--- src/rtl/instr_encoder_pkg.sv ---
// Shared opcode constants, instruction format enum and the encoded-entry payload.
package instr_encoder_pkg;

    localparam int unsigned XLEN  = 32;
    localparam int unsigned OPC_W = 7;
    localparam int unsigned REG_W = 5;
    localparam int unsigned F3_W  = 3;
    localparam int unsigned F7_W  = 7;

    localparam logic [OPC_W-1:0] OP_ALU    = 7'b0110011;
    localparam logic [OPC_W-1:0] OP_ALUI   = 7'b0010011;
    localparam logic [OPC_W-1:0] OP_LOAD   = 7'b0000011;
    localparam logic [OPC_W-1:0] OP_STORE  = 7'b0100011;
    localparam logic [OPC_W-1:0] OP_BRANCH = 7'b1100011;
    localparam logic [OPC_W-1:0] OP_JAL    = 7'b1101111;
    localparam logic [OPC_W-1:0] OP_JALR   = 7'b1100111;
    localparam logic [OPC_W-1:0] OP_LUI    = 7'b0110111;
    localparam logic [OPC_W-1:0] OP_AUIPC  = 7'b0010111;

    typedef enum logic [2:0] {
        NULL,
        FORMAT_R,
        FORMAT_I,
        FORMAT_S,
        FORMAT_B,
        FORMAT_U,
        FORMAT_J
    } format_t;

    typedef struct packed {
        logic [XLEN-1:0] ir;
        logic            err;
    } enc_entry_t;

    // Instruction format selected by the opcode; NULL marks an illegal opcode.
    function automatic format_t opcode_format(input logic [OPC_W-1:0] opcode);
        format_t fmt;
        case (opcode)
            OP_ALU:                     fmt = FORMAT_R;
            OP_ALUI, OP_LOAD, OP_JALR:  fmt = FORMAT_I;
            OP_STORE:                   fmt = FORMAT_S;
            OP_BRANCH:                  fmt = FORMAT_B;
            OP_JAL:                     fmt = FORMAT_J;
            OP_LUI, OP_AUIPC:           fmt = FORMAT_U;
            default:                    fmt = NULL;
        endcase
        return fmt;
    endfunction

    // True when v is a sign extension of its low (msb+1) bits.
    function automatic logic sext_fits(input logic [XLEN-1:0] v, input int unsigned msb);
        logic [XLEN-1:0] sh;
        sh = XLEN'($signed(v) >>> msb);
        return (sh == '0) || (sh == '1);
    endfunction

endpackage

--- src/rtl/instr_pack.sv ---
// Combinational RV32I field packer with immediate range/alignment checking.
// Ports: opcode/rd/rs1/rs2/f3/f7/imm fields in; ir_c encoded word (0 on error), err_c unencodable flag.
module instr_pack
    import instr_encoder_pkg::*;
(
    input  logic [OPC_W-1:0] opcode,
    input  logic [REG_W-1:0] rd,
    input  logic [REG_W-1:0] rs1,
    input  logic [REG_W-1:0] rs2,
    input  logic [F3_W-1:0]  f3,
    input  logic [F7_W-1:0]  f7,
    input  logic [XLEN-1:0]  imm,
    output logic [XLEN-1:0]  ir_c,
    output logic             err_c
);

    format_t         fmt;
    logic [XLEN-1:0] word;
    logic            legal;

    // Select format, build the word and decide legality.
    always_comb begin
        fmt   = opcode_format(opcode);
        word  = '0;
        legal = 1'b0;
        case (fmt)
            FORMAT_R: begin
                word  = {f7, rs2, rs1, f3, rd, opcode};
                legal = 1'b1;
            end
            FORMAT_I: begin
                // Immediate shifts carry f7 above a 5-bit shamt.
                if ((opcode == OP_ALUI) && ((f3 == 3'b001) || (f3 == 3'b101))) begin
                    word  = {f7, imm[4:0], rs1, f3, rd, opcode};
                    legal = (imm[XLEN-1:5] == '0);
                end else begin
                    word  = {imm[11:0], rs1, f3, rd, opcode};
                    legal = sext_fits(imm, 11);
                end
            end
            FORMAT_S: begin
                word  = {imm[11:5], rs2, rs1, f3, imm[4:0], opcode};
                legal = sext_fits(imm, 11);
            end
            FORMAT_B: begin
                word  = {imm[12], imm[10:5], rs2, rs1, f3, imm[4:1], imm[11], opcode};
                legal = sext_fits(imm, 12) && !imm[0];
            end
            FORMAT_U: begin
                word  = {imm[31:12], rd, opcode};
                legal = (imm[11:0] == '0);
            end
            FORMAT_J: begin
                word  = {imm[20], imm[10:1], imm[11], imm[19:12], rd, opcode};
                legal = sext_fits(imm, 20) && !imm[0];
            end
            default: begin
                word  = '0;
                legal = 1'b0;
            end
        endcase
        err_c = !legal;
        ir_c  = legal ? word : '0;
    end

endmodule

--- src/rtl/instr_encoder.sv ---
// RV32I instruction encoder: packs an accepted field bundle into a 2-entry output FIFO.
// Ports: clk, rst_n; in_valid/in_ready + instruction fields; out_valid/out_ready,
//        ir (encoded word), err (entry unencodable), enc_count (delivered words).
module instr_encoder
    import instr_encoder_pkg::*;
(
    input  logic             clk,
    input  logic             rst_n,
    input  logic             in_valid,
    output logic             in_ready,
    input  logic [OPC_W-1:0] opcode,
    input  logic [REG_W-1:0] rd,
    input  logic [REG_W-1:0] rs1,
    input  logic [REG_W-1:0] rs2,
    input  logic [F3_W-1:0]  f3,
    input  logic [F7_W-1:0]  f7,
    input  logic [XLEN-1:0]  imm,
    output logic             out_valid,
    input  logic             out_ready,
    output logic [XLEN-1:0]  ir,
    output logic             err,
    output logic [XLEN-1:0]  enc_count
);

    localparam int unsigned CNT_W = 2;

    enc_entry_t      new_entry;
    enc_entry_t      slot0_q, slot0_d;
    enc_entry_t      slot1_q, slot1_d;
    logic [CNT_W-1:0] count_q, count_d;
    logic            in_ready_d, out_valid_d;
    logic [XLEN-1:0] enc_count_d;
    logic            push, pop;

    instr_pack u_pack (
        .opcode (opcode),
        .rd     (rd),
        .rs1    (rs1),
        .rs2    (rs2),
        .f3     (f3),
        .f7     (f7),
        .imm    (imm),
        .ir_c   (new_entry.ir),
        .err_c  (new_entry.err)
    );

    assign push = in_valid && in_ready;
    assign pop  = out_valid && out_ready;

    // slot0 is always the head so ir/err come straight from a register.
    always_comb begin
        slot0_d     = slot0_q;
        slot1_d     = slot1_q;
        count_d     = count_q;
        enc_count_d = enc_count;
        case ({push, pop})
            2'b10: begin
                if (count_q == '0) slot0_d = new_entry;
                else               slot1_d = new_entry;
                count_d = CNT_W'(count_q + CNT_W'(1));
            end
            2'b01: begin
                slot0_d = slot1_q;
                count_d = CNT_W'(count_q - CNT_W'(1));
            end
            2'b11: begin
                // Only reachable at occupancy 1: head replaced, occupancy kept.
                slot0_d = new_entry;
            end
            default: ;
        endcase
        if (pop) enc_count_d = XLEN'(enc_count + XLEN'(1));
        in_ready_d  = (count_d < CNT_W'(2));
        out_valid_d = (count_d != '0);
    end

    // State and registered outputs.
    always_ff @(posedge clk or negedge rst_n) begin
        if (!rst_n) begin
            slot0_q   <= '0;
            slot1_q   <= '0;
            count_q   <= '0;
            in_ready  <= 1'b0;
            out_valid <= 1'b0;
            enc_count <= '0;
        end else begin
            slot0_q   <= slot0_d;
            slot1_q   <= slot1_d;
            count_q   <= count_d;
            in_ready  <= in_ready_d;
            out_valid <= out_valid_d;
            enc_count <= enc_count_d;
        end
    end

    assign ir  = slot0_q.ir;
    assign err = slot0_q.err;

endmodule

--- config.mk ---
export PLATFORM = sky130hd
export DESIGN_NAME = instr_encoder
export DESIGN_NICKNAME = d
export VERILOG_FILES = /design/src/rtl/instr_encoder_pkg.sv /design/src/rtl/instr_pack.sv /design/src/rtl/instr_encoder.sv
export SDC_FILE = /design/constraint.sdc
export NUM_CORES = 1
export LEC_CHECK = 0
export CORE_UTILIZATION = 25
export DETAILED_ROUTE_END_ITERATION = 16
export HOLD_SLACK_MARGIN = 0.03
export PLACE_DENSITY = 0.57
export SYNTH_ARGS = -nofsm -noshare
export SYNTH_HDL_FRONTEND = slang
export SYNTH_SLANG_ARGS = --single-unit
--- constraint.sdc ---
create_clock -name clk -period 2.69 [get_ports clk]
set_input_delay 0.4035 -clock clk [delete_from_list [all_inputs] [get_ports clk]]
set_output_delay 0.4035 -clock clk [all_outputs]
set_load 0.02 [all_outputs]
==> results of run 1 <==
-- power by group through the flow --
stage               clock network [mW]  registers, mW  logic, mW
finish                            1.32           1.77       1.21
global route                      1.42           1.79       1.31
CTS                               1.35           1.77       1.22
detailed placement                   0           1.80       1.21
global placement                     0           1.79       1.20
floorplan                            0           1.87      0.527
-- metrics by stage --
stage          hold WS, ns    util    TNS (ns)  cells
2_1_floorplan       0.1079       -           0    500
3_3_place_gp        0.3461  0.3471           0    908
3_5_place_dp        0.3492  0.3471  -0.0009286    908
4_1_cts             0.4752  0.3626           0    925
5_1_grt             0.4952  0.3626           0    925
6_report            0.4716  0.3626           0    925
-- worst reg2reg max path, delay by kind of cell, from the launching register on --
| family | cells | cell delay (ns) |
|---|---|---|
| adder cells (fa/ha/maj) | 1 | 0.27 |
| AND/OR/NAND/NOR | 2 | 0.58 |
| buffers and inverters | 2 | 0.42 |
| flip-flops | 1 | 0.40 |
| AO/OA/AOI/OAI | 1 | 0.30 |
-- final cells by class --
type	count	area share
clock inverter	4	0.007699
clock buffer	12	0.03370
inverter	9	0.004619
sequential	102	0.3490
timing repair buffer	173	0.2354
tap	270	0.04619
multi-input combinational	355	0.3234
-- registers in the layout, summed over array words and instances (netlist names) --
name       flops
in_ready       1
err            1
ir            32
out_valid      1
count_q        2
slot1_q       33
enc_count     32
-- cells in the final DEF, fill, tap and decap left out, types with 12 or more instances in the layout --
cell type,instances
sky130_fd_sc_hd__clkdlybuf4s50_1,133
sky130_fd_sc_hd__dfrtp_1,102
sky130_fd_sc_hd__nand2_1,56
sky130_fd_sc_hd__o31ai_1,48
sky130_fd_sc_hd__and3_1,39
sky130_fd_sc_hd__a21oi_1,39
sky130_fd_sc_hd__buf_4,32
sky130_fd_sc_hd__xnor2_1,26
sky130_fd_sc_hd__nor2_1,17
sky130_fd_sc_hd__nand4_1,14
sky130_fd_sc_hd__nand3_1,13
sky130_fd_sc_hd__a22oi_1,12
-- layer usage --
metal,GRT usage,vias to the layer above,share of wire
li1,-,2169,-
met1,0.2044,2239,0.47
met2,0.2159,187,0.44
met3,0.03113,18,0.063
met4,0.05526,0,0.020
met5,0,-,0
-- cell families after synthesis --
kind of cell,synth area share
simple gates,0.1819
compound gates,0.2012
flops,0.4980
buf+inv,0.04272
xor+xnor,0.05982
fa+ha+maj,0.009766
mux,0.006591
-- worst min-delay path by stage --
stage                            startpoint                        to  slack, ns  cells after the start
floorplan                             rst_n      count_q[0]$_DFF_PN0_       0.11                      0
global placement                      rst_n  enc_count[3]$_DFFE_PN0P_       0.35                      1
detailed placement                    rst_n  enc_count[3]$_DFFE_PN0P_       0.35                      1
CTS                 slot1_q[26]$_DFFE_PN0P_   slot1_q[26]$_DFFE_PN0P_       0.48                      2
global route        slot1_q[30]$_DFFE_PN0P_   slot1_q[30]$_DFFE_PN0P_       0.50                      2
finish              slot1_q[15]$_DFFE_PN0P_   slot1_q[15]$_DFFE_PN0P_       0.47                      2
==> flow_summary.toml, run 1 <==
[layout]
areaGrowthSynthToFinish_pct = 42.70
layout.area.seq_mm2 = 0.002552
fin_area_mm2 = 0.007313
layout.nets = 722
fraction_of_final_layout_cells_with_drive_strength_greater_than_1 = 0.1115
multiInputGateArea_mm2 = 0.002365
final.fill_count = 2040
insertedDiodeCount = 0

[sta]
period_needed_ns = 2.364
timing_worst_slew_pin_value_ns = 0.6100
min_period_over_period = 0.8787
maxClockFrequency_mhz = 423.1
report.final.slew_viol_count = 0
rsz0062_at_grt = "false"
hold_viol = 0
setup_viol = 0
worst_slack_ns = 0.3264
worst_slew_margin_rel = 0.5934
worst_setup_skew_after_layout_ns = 0.006274

[floorplan]
start_util = 0.2541
die_width_um = 145.2
die_area_mm2 = 0.02108
die_height_um = 145.2
fp.coreArea_mm2 = 0.02017
number_of_top_level_pins = 135
core.rowCount = 52

[clock_tree]
numCtsBuffers = 9
h_tree_depth = 3
postCtsHoldBufs = 1
cts_tree = "yes"
clock_latency_on_the_worst_skew_pair_ns = 0.34
clk_path_buf_depth = 2
clk_transition_reported_paths_ns = 0.07
post_cts_resized = 0
post_cts.repair.setup_buffers = 0
cts.sinks = 102
cts_root_buf = "sky130_fd_sc_hd__clkbuf_16"

[pwr]
switching_fraction = 0.3278
internal-power_mw = 2.888
switchingPower_mw = 1.408
total_power_mw = 4.296
pwr-share-seq = 0.412
worst_ir_drop_vdd_uv = 288.9
leakage_nw = 3.081
p_per_area_mw_per_mm2 = 587.5
combPwrFrac = 0.281
clockPowerShare = 0.307

[setup_path]
stage_delay_of_the_slowest_cell_on_the_critical_path_ns = 0.58
required_ns = 2.93
r2r_start = "out_valid$_DFF_PN0_"
critical_path.endpoint = "ir[21]$_DFFE_PN0P_"
timing.critical_path.cells = "clkdlybuf4s50_1 -> nand3b_1 -> nor3_1 -> nand2_1 -> a21oi_1 -> nor3_4 -> buf_12 -> buf_4 -> o31ai_1"
cp_max_fo = 20
cp-end-kind = "register"
r2r-end = "ir[19]$_DFFE_PN0P_"
critical-path-slowest-cell = "sky130_fd_sc_hd__clkdlybuf4s50_1"
worst_case_register_to_register_setup_slack_ns = 0.63
critPathTopFamily = "buffers and inverters"
worstPathBufferInverterCount = 3
setup.worst_path.class = "primary input to register"
crit_cells = 9
timing.critical_path.arrival_ns = 2.60
critPathLaunch = "opcode[4]"
worstSetupStartpointType = "primary input"
number_of_cells_on_the_worst_reg_to_reg_path = 6

[drt]
postRouteWirelength_um = 14940
detail_route.drc_violations = 0
routed-via-count = 4613
route.detailed.wl_per_inst_um = 16.15
initialDrtViolationCount = 380
avgViaCountPerCell = 4.987
detail-route-antenna-nets = 0
drt_pass1_iterations = 7

[synth]
synthDominantCellAreaShare = 0.4980
yosys_warnings = 0
synth_edf_count = 0
synthArstFlopShare = 1.000
synth.ff_latch_count = 102
top_area_cells_in_the_synthesized_netlist = "sky130_fd_sc_hd__dfrtp_1 (50%), sky130_fd_sc_hd__o31ai_1 (7.0%), sky130_fd_sc_hd__and3_1 (4.8%), sky130_fd_sc_hd__xnor2_1 (4.4%), sky130_fd_sc_hd__nand2_1 (4.1%)"
synth.distinct_cells = 51
synth_ff_type = "sky130_fd_sc_hd__dfrtp_1"
syn-num-nets = 572
syn_area_mm2 = 0.005125
synth.largest_area_cell = "sky130_fd_sc_hd__dfrtp_1"
synth_commonest_cells = "sky130_fd_sc_hd__dfrtp_1 (102), sky130_fd_sc_hd__nand2_1 (56), sky130_fd_sc_hd__o31ai_1 (48)"
post_synth_inst_count = 500
yosysMostFrequentCell = "sky130_fd_sc_hd__dfrtp_1"
syn_area_per_cell_um2 = 10.25
yosysSeqAreaShare = 0.4980

[status]
run_status = "finished clean"

[global_route]
grt_max_degree = 61
grt_first_pass_wirelength_um = 24010
track_usage = 0.1449
grt_overflow_total = 0
initial_antenna_violation_count = 0
grt_pass1_vias = 4445

[job]
cap_violations = 0

[place]
dpl.hpwl_um = 11120
preCtsSetupSlack_ns = -0.0009286
detailed_place.area_mm2 = 0.007000
numPortBuffers = 134
gp_congestion = 0.8643

[min_path]
timing.hold.worst.class = "register to register"
No activity file was read; power rests on OpenSTA's default activity.
==> run 2, diff against run 1 <==
--- a/config.mk
+++ b/config.mk
@@ -9,6 +9,7 @@
 export DETAILED_ROUTE_END_ITERATION = 16
 export HOLD_SLACK_MARGIN = 0.03
 export PLACE_DENSITY = 0.57
+export SKIP_LAST_GASP = 1
 export SYNTH_ARGS = -nofsm -noshare
 export SYNTH_HDL_FRONTEND = slang
 export SYNTH_SLANG_ARGS = --single-unit
==> results of run 2 <==
Final layout, timing and power as in run 1 (identical DEF).
